===== config.mk =====
export PLATFORM = sky130hd
export DESIGN_NAME = mux_out_fifo
export DESIGN_NICKNAME = d
export VERILOG_FILES = /design/src/rtl/mux_out_fifo.sv
export SDC_FILE = /design/constraint.sdc
export NUM_CORES = 1
export LEC_CHECK = 0
export CAP_MARGIN = 20
export CORE_MARGIN = 8
export CORE_UTILIZATION = 26
export DETAILED_ROUTE_END_ITERATION = 16
export GPL_ROUTABILITY_DRIVEN = 0
export PLACE_DENSITY = 0.54
export SLEW_MARGIN = 5
export SYNTH_ARGS = -nofsm -noshare
export SYNTH_HDL_FRONTEND = slang
export SYNTH_SLANG_ARGS = --single-unit
export TNS_END_PERCENT = 50

===== constraint.sdc =====
create_clock -name clk -period 1.8 [get_ports clk]
set_input_delay 0.27 -clock clk [delete_from_list [all_inputs] [get_ports clk]]
set_output_delay 0.27 -clock clk [all_outputs]
set_load 0.01 [all_outputs]

===== src/rtl/mux_out_fifo.sv =====
// Show-ahead FIFO that buffers the 2:1 selector output for a slower consumer.
// Define MUX_OUT_FIFO_STATS_EN to build the saturating overflow drop counter.
module mux_out_fifo #(
    parameter int WIDTH = 4,
    parameter int DEPTH = 4
) (
    input  logic                       clk,
    input  logic                       rst,
    input  logic [WIDTH-1:0]           in_data,
    input  logic                       in_valid,
    output logic                       in_ready,
    output logic [WIDTH-1:0]           out_data,
    output logic                       out_valid,
    input  logic                       out_ready,
    output logic [$clog2(DEPTH):0]     count,
    output logic                       full,
    output logic                       empty,
    output logic [7:0]                 drop_cnt
);

    localparam int AW = $clog2(DEPTH);
    localparam int CW = AW + 1;

    logic [WIDTH-1:0] mem_q [DEPTH];
    logic [AW-1:0]    wr_ptr_q, wr_ptr_d;
    logic [AW-1:0]    rd_ptr_q, rd_ptr_d;
    logic [CW-1:0]    count_q, count_d;
    logic             wr_en, rd_en;

    // Flags come only from the registered count, so out_ready never reaches in_ready.
    assign full      = (count_q == CW'(DEPTH));
    assign empty     = (count_q == '0);
    assign in_ready  = !full;
    assign out_valid = !empty;
    assign count     = count_q;
    assign out_data  = empty ? '0 : mem_q[rd_ptr_q];

    assign wr_en = in_valid && !full;
    assign rd_en = out_ready && !empty;

    always_comb begin
        wr_ptr_d = wr_ptr_q;
        rd_ptr_d = rd_ptr_q;
        count_d  = count_q;
        if (wr_en) wr_ptr_d = wr_ptr_q + AW'(1);
        if (rd_en) rd_ptr_d = rd_ptr_q + AW'(1);
        case ({wr_en, rd_en})
            2'b10:   count_d = count_q + CW'(1);
            2'b01:   count_d = count_q - CW'(1);
            default: count_d = count_q;
        endcase
    end

    always_ff @(posedge clk or posedge rst) begin
        if (rst) begin
            wr_ptr_q <= '0;
            rd_ptr_q <= '0;
            count_q  <= '0;
        end else begin
            wr_ptr_q <= wr_ptr_d;
            rd_ptr_q <= rd_ptr_d;
            count_q  <= count_d;
        end
    end

    // Storage is deliberately unreset; the empty gating on out_data hides stale entries.
    always_ff @(posedge clk) begin
        if (wr_en) mem_q[wr_ptr_q] <= in_data;
    end

`ifdef MUX_OUT_FIFO_STATS_EN
    logic [7:0] drop_q, drop_d;

    always_comb begin
        drop_d = drop_q;
        if (in_valid && full && (drop_q != 8'hFF)) drop_d = drop_q + 8'd1;
    end

    always_ff @(posedge clk or posedge rst) begin
        if (rst) drop_q <= 8'h00;
        else     drop_q <= drop_d;
    end

    assign drop_cnt = drop_q;
`else
    assign drop_cnt = 8'h00;
`endif

endmodule

==> results.py, run 1 <==
metrics = {
    "logic_synthesis": {
        "synth_simple_gate_area_share_pct": 8.46,
        "synth_top_cell_area_share_pct": 43.3,
        "yosysWarningCount": 0,
        "syn_inst": 75,
        "ys_seq_area_share_pct": 59.1,
        "synth.area.mux_share_pct": 10.0,
        "synthAdderAreaFrac_pct": 7.44,
        "synth_compound_area_share_pct": 0,
        "synth_top_area_cell": "edfxtp_1",
        "synth_xor_area_share_pct": 4.74,
        "synth_top_family_by_area": "multiplexers",
        "synth.avg_cell_area_um2": 14.8,
        "netlist_area_um2": 1110,
        "yosys.cell_types.count": 21,
        "yosys-top-cells-area": "edfxtp_1 (43%), dfrtp_1 (16%), mux4_2 (8.1%)",
        "ys_ff_latch": 23,
    },
    "pwr": {
        "vdd_drop_max_mv": 0.809,
        "power.internal_mw": 1.72,
        "swShare_pct": 31.4,
        "clkPwrFrac_pct": 12.3,
        "power_mw": 2.50,
        "seqPwrFrac_pct": 33.5,
        "p_sw_mw": 0.784,
        "p_leak_nw": 0.645,
        "p_comb_share_pct": 54.2,
        "p_per_area_nw_per_um2": 1640,
    },
    "timing": {
        "fin_tns_setup_ns": -0.0970,
        "finClkSkew_ns": 0.00623,
        "fin_ws_ns": -0.0593,
        "hold_viol_final": 0,
        "timing.final.crit_share_pct": 103,
        "min_period_ns": 1.86,
        "maxSlewViolCount": 0,
        "fmax_ghz": 0.538,
        "setup_violations": 2,
        "rsz0062_at_grt": "true",
    },
    "run_status": {
        "outcome": "complete, but fails checks",
        "violations": "setup timing",
    },
    "placed_design": {
        "hpwlAfterDp_mm": 1.65,
        "port-buffer-count": 18,
    },
    "floorplan": {
        "pin_count": 27,
        "dieArea_um2": 6620,
        "die_y_um": 81.3,
        "initial_core_util_pct": 27.4,
        "num_rows": 23,
        "core_um2": 4060,
        "die_w_um": 81.3,
    },
    "grt": {
        "grt_pass1_vias": 738,
        "grt_util_met3_pct": 2.98,
        "grt_max_degree": 13,
        "grt_pass1_wl_mm": 3.52,
        "top_usage_layer": "met2",
        "grt_use_met2_pct": 12.7,
        "grt.overflow.total": 0,
        "grt_usage_pct": 7.09,
        "antenna_found_initial": 0,
        "grt.met1_usage_pct": 7.11,
    },
    "clock_tree": {
        "cts_made_buffers": 3,
        "cts_hold_buf": 0,
        "root_buffer": "clkbuf_8",
        "cts_tree": "yes",
        "path_clk_slew_ns": 0.08,
        "clock-sinks": 23,
        "clock_path_buffers": 2,
        "h-tree-depth": 1,
        "clock_latency_ns": 0.26,
    },
    "setup_path": {
        "ff2ff_setup_slack_ns": -0.04,
        "crit_chain": "buf_6 -> buf_6 -> mux4_2 -> and2_4 -> buf_6",
        "slowest_stage": "dfrtp_2",
        "rr_startpoint": "count[1]",
        "crit_type": "reg -> out",
        "cp_common_cell": "buf_6",
        "critPathLaunchType": "flip-flop",
        "reg2reg_depth": 12,
        "cpPeakStageDelay_ns": 0.43,
        "cp.arrival_ns": 1.59,
        "timing.rr.end": "count[2]",
        "cp_data_required_time_ns": 1.53,
        "cp_max_fo": 3,
        "end_kind": "primary output",
    },
    "detailed_routing": {
        "drtIter0Drc": 67,
        "avgRoutedWirePerCell_um": 12.8,
        "drcViolationCount": 0,
        "route.final.wire_length_mm": 2.07,
        "vias": 639,
        "via_per_inst": 3.97,
        "ant_nets": 0,
        "drtPass1Iterations": 4,
    },
    "cells_and_area": {
        "diodes": 0,
        "nFillCells": 375,
        "final_util_pct": 37.7,
        "layout-drive-gt1-share_pct": 40.5,
        "fin_nets": 126,
        "area_growth_pct": 37.7,
    },
    "hold_path": {
        "hold_class": "in -> async",
    },
    "job": {
        "maxCapViolCount": 0,
    },
}
==> per-layer routing <==
layer | part of all wire (%) | vias to the layer above
met4 | 1.2 | 0
met5 | 0 | -
li1 | - | 306
met2 | 52 | 18
met1 | 39 | 311
met3 | 7.1 | 4
==> critical path: cells and delay by family, from the launching register on <==
family	cells	cell delay [ns]
mux	1	0.40
buf+inv	3	0.35
flops	1	0.43
simple gates	1	0.15
==> cells in the mapped netlist (all sizes together) <==
library cell,n
dfrtp,7
and2,9
buf,10
mux2,1
nand3,2
xnor2,3
or3,1
ha,5
nor2,1
inv,9
xor2,3
fa,1
conb,1
mux2i,1
edfxtp,16
mux4,4
nor2b,1
==> layout by cell type (no fill, tap or decap), drive strengths merged <==
cell | Yosys | routed
clkbuf | 0 | 5
ha | 5 | 5
clkdlybuf4s15 | 0 | 1
buf | 10 | 21
xor2 | 3 | 3
fa | 1 | 1
nand3 | 2 | 2
and2 | 9 | 9
inv | 9 | 9
nor2 | 1 | 1
clkdlybuf4s50 | 0 | 11
dlygate4sd2 | 0 | 1
dfrtp | 7 | 7
nor2b | 1 | 1
or3 | 1 | 1
mux2i | 1 | 1
conb | 1 | 8
edfxtp | 16 | 16
mux2 | 1 | 1
mux4 | 4 | 4
xnor2 | 3 | 3
==> cell type report <==
cell class	count	area, µm²	share of cell area, %
sequential	23	657	43.0
timing repair buffer	35	323	21.1
inverter	9	38.8	2.54
tap	50	62.6	4.09
multi-input combinational	40	402	26.3
clock buffer	4	45.0	2.95
==> worst max path at each step <==
stage | start | end | slack [ns] | cells past startpoint
6_report | rd_ptr_q[0] | out_data[3] | -0.06 | 5
5_1_grt | count[1] | count[2] | -0.16 | 12
2_1_floorplan | count[0] | count[2] | -0.11 | 9
3_5_place_dp | rd_ptr_q[0] | out_data[2] | -0.18 | 3
4_1_cts | rd_ptr_q[0] | out_data[0] | -0.09 | 5
3_3_place_gp | rd_ptr_q[0] | out_data[2] | -0.16 | 3
==> registers in the layout (all words and copies together) (netlist names) <==
| register | flops |
|---|---|
| mem_q | 16 |
| count | 3 |
| rd_ptr_q | 2 |
| wr_ptr_q | 2 |
==> metrics by stage <==
stage               hold slack (ns)  cell area [µm²]  worst slack (ns)  instances
floorplan                    0.0734             1160            -0.111         82
global placement              0.530             1420            -0.164        153
detailed placement            0.534             1420            -0.183        153
CTS                           0.250             1510           -0.0884        162
global route                  0.292             1530            -0.161        161
finish                        0.242             1530           -0.0593        161
==> power by group through the flow <==
stage / Sequential [mW] / Combinational, mW / Clock (mW)
after floorplan: 0.840 / 0.648 / 0
after global placement: 0.855 / 1.18 / 0
after detailed placement: 0.864 / 1.20 / 0
after CTS: 0.834 / 1.33 / 0.315
after global routing: 0.857 / 1.49 / 0.345
final: 0.837 / 1.35 / 0.308
==> kinds of logic after synthesis <==
| group | Yosys count |
|---|---|
| AND/OR/NAND/NOR | 14 |
| other | 1 |
| flip-flops | 23 |
| adder cells (fa/ha/maj) | 6 |
| XOR/XNOR | 6 |
| multiplexers | 6 |
| buffers and inverters | 19 |
==> what timing repair did <==
item | 4_1_cts | 5_1_grt
pin swaps | 7 | 6
setup endpoints to repair | 9 | 8
setup buffers | 5 | 0
resized for setup | 28 | 11
endpoints found under the hold margin | 0 | 0
No activity file was read; power rests on OpenSTA's default activity.
==> inputs of run 2 (changes only) <==
ABC_CLOCK_PERIOD_IN_PS = 1800   (was default)
CAP_MARGIN = 10   (was 20)
==> results of run 2 <==
Final layout, timing and power as in run 1 (identical DEF).
==> inputs of run 3 (changes only) <==
CAP_MARGIN = 20   (was 10)
==> results of run 3 <==
Final layout, timing and power as in run 1 (identical DEF).
